--- config.mk ---
export PLATFORM = sky130hd
export DESIGN_NAME = ex_result_stage
export DESIGN_NICKNAME = d
export VERILOG_FILES = /design/src/rtl/ex_result_stage.sv
export SDC_FILE = /design/constraint.sdc
export NUM_CORES = 1
export LEC_CHECK = 0
export BUFFER_PORTS_ARGS = -buffer_cell sky130_fd_sc_hd__buf_2
export CAP_MARGIN = 20
export CORE_AREA = 2 2 189 98
export CTS_BUF_LIST = sky130_fd_sc_hd__clkbuf_4
export CTS_CLUSTER_SIZE = 8
export DETAILED_ROUTE_END_ITERATION = 12
export DIE_AREA = 0 0 191 100
export GPL_TIMING_DRIVEN = 0
export MAX_ROUTING_LAYER = met4
export SLEW_MARGIN = 20
export SYNTH_ARGS = -nofsm -noshare
export SYNTH_HDL_FRONTEND = slang
export SYNTH_SLANG_ARGS = --single-unit
--- constraint.sdc ---
create_clock -name clk -period 3.1 [get_ports clk]
set_input_delay 0.31 -clock clk [delete_from_list [all_inputs] [get_ports clk]]
set_output_delay 0.31 -clock clk [all_outputs]
set_load 0.02 [all_outputs]
--- src/rtl/ex_result_stage.sv ---
// EX/MEM result register with a 2-entry skid buffer toward MEM.
// Captures ALU result, error flag, rd info and PC; an ALU error becomes a precise exception that
// halts intake until flush. Optional forwarding lookup enabled by defining EX_RESULT_FWD_EN.
module ex_result_stage #(
  parameter int unsigned REGFILE_WIDTH = 32,
  parameter int unsigned REG_ADDR_W    = 5,
  parameter int unsigned ERRCNT_W      = 8
) (
  input  logic                     clk,
  input  logic                     rst_n,
  input  logic                     in_valid,
  output logic                     in_ready,
  input  logic [REGFILE_WIDTH-1:0] alu_out,
  input  logic                     alu_err,
  input  logic [REG_ADDR_W-1:0]    rd_addr,
  input  logic                     rd_we,
  input  logic [REGFILE_WIDTH-1:0] pc,
  input  logic                     flush,
  output logic                     out_valid,
  input  logic                     out_ready,
  output logic [REGFILE_WIDTH-1:0] out_result,
  output logic [REG_ADDR_W-1:0]    out_rd_addr,
  output logic                     out_rd_we,
  output logic [REGFILE_WIDTH-1:0] out_pc,
  output logic                     exc_valid,
  output logic                     halted,
  output logic [ERRCNT_W-1:0]      err_count
`ifdef EX_RESULT_FWD_EN
  ,
  input  logic [REG_ADDR_W-1:0]    fwd_rs_addr,
  output logic                     fwd_hit,
  output logic [REGFILE_WIDTH-1:0] fwd_data
`endif
);

  typedef struct packed {
    logic [REGFILE_WIDTH-1:0] res;
    logic [REG_ADDR_W-1:0]    rd;
    logic                     we;
    logic [REGFILE_WIDTH-1:0] pc;
    logic                     exc;
  } entry_t;

  entry_t                head_q, head_d, skid_q, skid_d, cap;
  logic                  head_vld_q, head_vld_d, skid_vld_q, skid_vld_d;
  logic                  halted_q, halted_d, ready_q, ready_d;
  logic [ERRCNT_W-1:0]   err_cnt_q, err_cnt_d;
  logic                  accept, pop;

  assign accept = in_valid & ready_q;
  assign pop    = head_vld_q & out_ready;

  // Capture transform: errored ops carry no result and never write rd; r0 is never written.
  always_comb begin
    cap.res = alu_err ? '0 : alu_out;
    cap.rd  = rd_addr;
    cap.we  = rd_we & (rd_addr != '0) & ~alu_err;
    cap.pc  = pc;
    cap.exc = alu_err;
  end

  // Next-state for head/skid occupancy, halt latch, error counter and registered ready.
  always_comb begin
    head_d     = head_q;
    skid_d     = skid_q;
    head_vld_d = head_vld_q;
    skid_vld_d = skid_vld_q;
    halted_d   = halted_q;
    err_cnt_d  = err_cnt_q;
    if (flush) begin
      // Flush beats both accept and pop; data fields simply hold.
      head_vld_d = 1'b0;
      skid_vld_d = 1'b0;
      halted_d   = 1'b0;
    end else begin
      if (pop) begin
        if (skid_vld_q) begin
          head_d     = skid_q;
          skid_vld_d = 1'b0;
        end else begin
          head_vld_d = 1'b0;
        end
      end
      // head_vld_d already reflects the pop, so this picks head vs skid correctly.
      if (accept) begin
        if (head_vld_d) begin
          skid_d     = cap;
          skid_vld_d = 1'b1;
        end else begin
          head_d     = cap;
          head_vld_d = 1'b1;
        end
        if (alu_err) begin
          halted_d = 1'b1;
          if (err_cnt_q != '1) err_cnt_d = err_cnt_q + ERRCNT_W'(1);
        end
      end
    end
    ready_d = ~skid_vld_d & ~halted_d;
  end

  // State registers with asynchronous active-low reset.
  always_ff @(posedge clk or negedge rst_n) begin
    if (!rst_n) begin
      head_q     <= '0;
      skid_q     <= '0;
      head_vld_q <= 1'b0;
      skid_vld_q <= 1'b0;
      halted_q   <= 1'b0;
      err_cnt_q  <= '0;
      ready_q    <= 1'b1;
    end else begin
      head_q     <= head_d;
      skid_q     <= skid_d;
      head_vld_q <= head_vld_d;
      skid_vld_q <= skid_vld_d;
      halted_q   <= halted_d;
      err_cnt_q  <= err_cnt_d;
      ready_q    <= ready_d;
    end
  end

  assign in_ready    = ready_q;
  assign out_valid   = head_vld_q;
  assign out_result  = head_q.res;
  assign out_rd_addr = head_q.rd;
  assign out_rd_we   = head_q.we;
  assign out_pc      = head_q.pc;
  assign exc_valid   = head_vld_q & head_q.exc;
  assign halted      = halted_q;
  assign err_count   = err_cnt_q;

`ifdef EX_RESULT_FWD_EN
  // Forwarding lookup; the skid entry is younger, so it wins over the head.
  always_comb begin
    fwd_hit  = 1'b0;
    fwd_data = '0;
    if (fwd_rs_addr != '0) begin
      if (skid_vld_q && !skid_q.exc && skid_q.we && (skid_q.rd == fwd_rs_addr)) begin
        fwd_hit  = 1'b1;
        fwd_data = skid_q.res;
      end else if (head_vld_q && !head_q.exc && head_q.we && (head_q.rd == fwd_rs_addr)) begin
        fwd_hit  = 1'b1;
        fwd_data = head_q.res;
      end
    end
  end
`endif

endmodule

==> results.sh <==
export IMPL_drive_gt1_frac=0.365
export IMPL_fin_util=0.517
export IMPL_ys_top_cells_by_area="dfrtp_1 (54%), buf_4 (7.3%), mux2_2 (6.4%)"
export IMPL_p_comb_frac=0.263
export IMPL_p_leak_uw=0.00459
export IMPL_synth_warnings=0
export IMPL_clock_power_share=0.252
export IMPL_wl_per_cell_um=16.7
export IMPL_yosysMostFrequentCell="dfrtp_1"
export IMPL_pre_cts_ws_ns=1.19
export IMPL_nNetsFinal=964
export IMPL_synthMuxAreaShare=0.0637
export IMPL_synth_xor_area_share=0.00495
export IMPL_ys_seq_area_frac=0.545
export IMPL_use_met1=0.336
export IMPL_fmax_mhz=530
export IMPL_clock_sinks=154
export IMPL_ys_ff_latch=154
export IMPL_grt_total_usage=0.214
export IMPL_switchingPower_uw=1720
export IMPL_syn_avg_cell_area_um2=11.0
export IMPL_core_um2=17700
export IMPL_vias_per_cell=4.97
export IMPL_grt_overflow=0
export IMPL_yosys_cell_types_count=41
export IMPL_ir_drop_uv=298
export IMPL_yosys_area_share_simple=0.117
export IMPL_yosysTopAreaCell="dfrtp_1"
export IMPL_switching_share=0.311
export IMPL_synth_top_family_by_area="compound AO/OA/AOI/OAI gates"
export IMPL_crit_path_end_kind="register"
export IMPL_cp_data_arrival_time_ns=2.36
export IMPL_grt_first_pass_wirelength_um=30200
export IMPL_stdcell_count=1140
export IMPL_synth_edff_count=0
export IMPL_synthAdderAreaFrac=0.00177
export IMPL_cp_max_fo=10
export IMPL_worstMarginPinSlew_ns=0.623
export IMPL_vias=5663
export IMPL_dr_pass1_iters=7
export IMPL_cts_buffers_inserted=17
export IMPL_syn_nets=721
export IMPL_seq_power_share=0.484
export IMPL_clkSlewWorstSetupHoldPaths_ns=0.13
export IMPL_synth_top_cell_area_share=0.541
export IMPL_drt_iter0_markers=383
export IMPL_synthTopCellsByCount="dfrtp_1 (153), nand2_1 (110), buf_4 (69)"
export IMPL_critPathKind="reg2reg"
export IMPL_status="completed"
export IMPL_die_w_um=191
export IMPL_die_h_um=100
export IMPL_cp_start_kind="register"
export IMPL_cts_setup_buffers=0
export IMPL_worst_slack_ns=1.21
export IMPL_row_count=35
export IMPL_die_area_um2=19100
export IMPL_io_pins=158
export IMPL_max_slew_margin=0.585
export IMPL_synth_area_um2=7070
export IMPL_htree_levels=4
export IMPL_top_usage_layer="met1"
export IMPL_power_uw=5530
export IMPL_antenna_found_initial=1
export IMPL_io_buffers=157
export IMPL_grt_pass1_vias=5466
export IMPL_grt_max_degree=86
export IMPL_dpl_cell_count=1042
export IMPL_met2_usage=0.276
export IMPL_powerDensity_nw_per_um2=603
export IMPL_drc=0
export IMPL_met3_usage=0.0465
export IMPL_cts_repair_resized=0
export IMPL_synth_compound_gate_area_share=0.152
export IMPL_intPower_uw=3810
export IMPL_drv_cap=0
export IMPL_setup_violations=0
export IMPL_root_buffer="clkbuf_4"
export IMPL_finalClockSkew_ns=0.0144
export IMPL_required_ns=3.57
export IMPL_hold_slack_ns=0.0529
export IMPL_dp_hpwl_um=13500
export IMPL_min_path_type="in2reg"
export IMPL_async_flop_share=1.00
export IMPL_rsz0062_at_grt="false"
export IMPL_report_final_hold_viol_count=0
export IMPL_cts_tree="done"
export IMPL_areaGrowthSynthToFinish_pct=29.7
export IMPL_fin_crit_ns=1.89
export IMPL_final_max_slew_viol_count=0
export IMPL_gp_congestion=0.762
export IMPL_synthFlopType="dfrtp_1"
export IMPL_synth_cells=644
export IMPL_cts_buffer_depth=2
export IMPL_fin_crit_sh=0.609
export IMPL_clock_latency_ns=0.55
export IMPL_drt_wl_total_um=19100
export IMPL_initial_core_util=0.399
export IMPL_postRouteAntennaNets=0
area by class of cell:
cell class	instances	area [µm²]
inverter	4	15.0
clock buffer	19	143
multi-input combinational	367	2400
timing repair buffer	224	1480
buffer	119	805
antenna	1	2.50
clock inverter	12	174
tap	240	300
sequential	154	3850
fill	1642	8560
cell usage in the layout (no fill, tap or decap), types with 5 or more instances in the layout:
cell type / n
clkbuf_4: 19
buf_6: 11
buf_4: 69
o21ai_0: 56
a221o_1: 37
a21oi_1: 5
mux2_2: 40
dlygate4sd3_1: 66
nand2_1: 110
a32oi_1: 32
clkbuf_1: 26
and3_1: 39
dfrtp_1: 153
o21ai_1: 10
buf_2: 168
nor2_1: 6
state kept, by name, summed over array words and instances, names as in the netlist:
| register | cells |
|---|---|
| out_valid | 1 |
| skid_vld_q | 1 |
| head_q | 1 |
| out_rd_addr | 5 |
| halted | 1 |
| out_rd_we | 1 |
| in_ready | 1 |
| out_pc | 32 |
| skid_q | 71 |
| out_result | 32 |
| err_count | 8 |
timing repair:
| action | in CTS | in global routing |
|---|---|---|
| endpoints found under the hold margin | 167 | 1 |
| endpoints found under the setup margin | 0 | 0 |
| hold buffers | 65 | 1 |
stage by stage:
stage          TNS [ns]  area [µm²]
6_report              0        9170
5_1_grt               0        9170
4_1_cts               0        9160
3_5_place_dp          0        8190
3_3_place_gp    -105.04        8160
2_1_floorplan         0        7070
power groups by stage:
stage	registers [µW]	clock network, µW	logic, µW
floorplan	2680	0	941
global placement	2710	0	1380
detailed placement	2710	0	1400
CTS	2670	1430	1470
global route	2740	1530	1590
finish	2680	1400	1450
final timing paths:
check                                            start  slack, ns  cells after the start                          to
worst max-delay path                in_ready$_DFF_PN1_       1.21                      5  out_result[17]$_DFFE_PN0N_
worst min-delay path                        alu_out[5]       0.05                      3      skid_q[44]$_DFFE_PN0P_
worst min register to register  skid_q[63]$_DFFE_PN0P_       0.50                      2      skid_q[63]$_DFFE_PN0P_
worst max register to register      in_ready$_DFF_PN1_       1.21                      5  out_result[17]$_DFFE_PN0N_
max in group asynchronous                        rst_n       1.97                      3          in_ready$_DFF_PN1_
min in group asynchronous                        rst_n       0.30                      2      skid_q[20]$_DFFE_PN0P_
worst max-delay path, cell delays in order, from the launching register on:
cell and delay (ns):
dfstp_2 0.60, nand2_2 0.12, a21oi_1 0.43, buf_2 0.34
a32oi_1 0.14, o21ai_0 0.19
metal layers:
metal,share of wire,vias up
met3,0.052,10
met2,0.40,162
li1,-,2738
met5,0,-
met4,0.0031,0
met1,0.55,2753
kinds of logic after synthesis:
kind of cell    Yosys count
simple gates            173
flops                   154
compound gates          149
buf+inv                 123
mux                      40
xor+xnor                  4
fa+ha+maj                 1
Note: power is estimated with default switching activity, not from simulation.
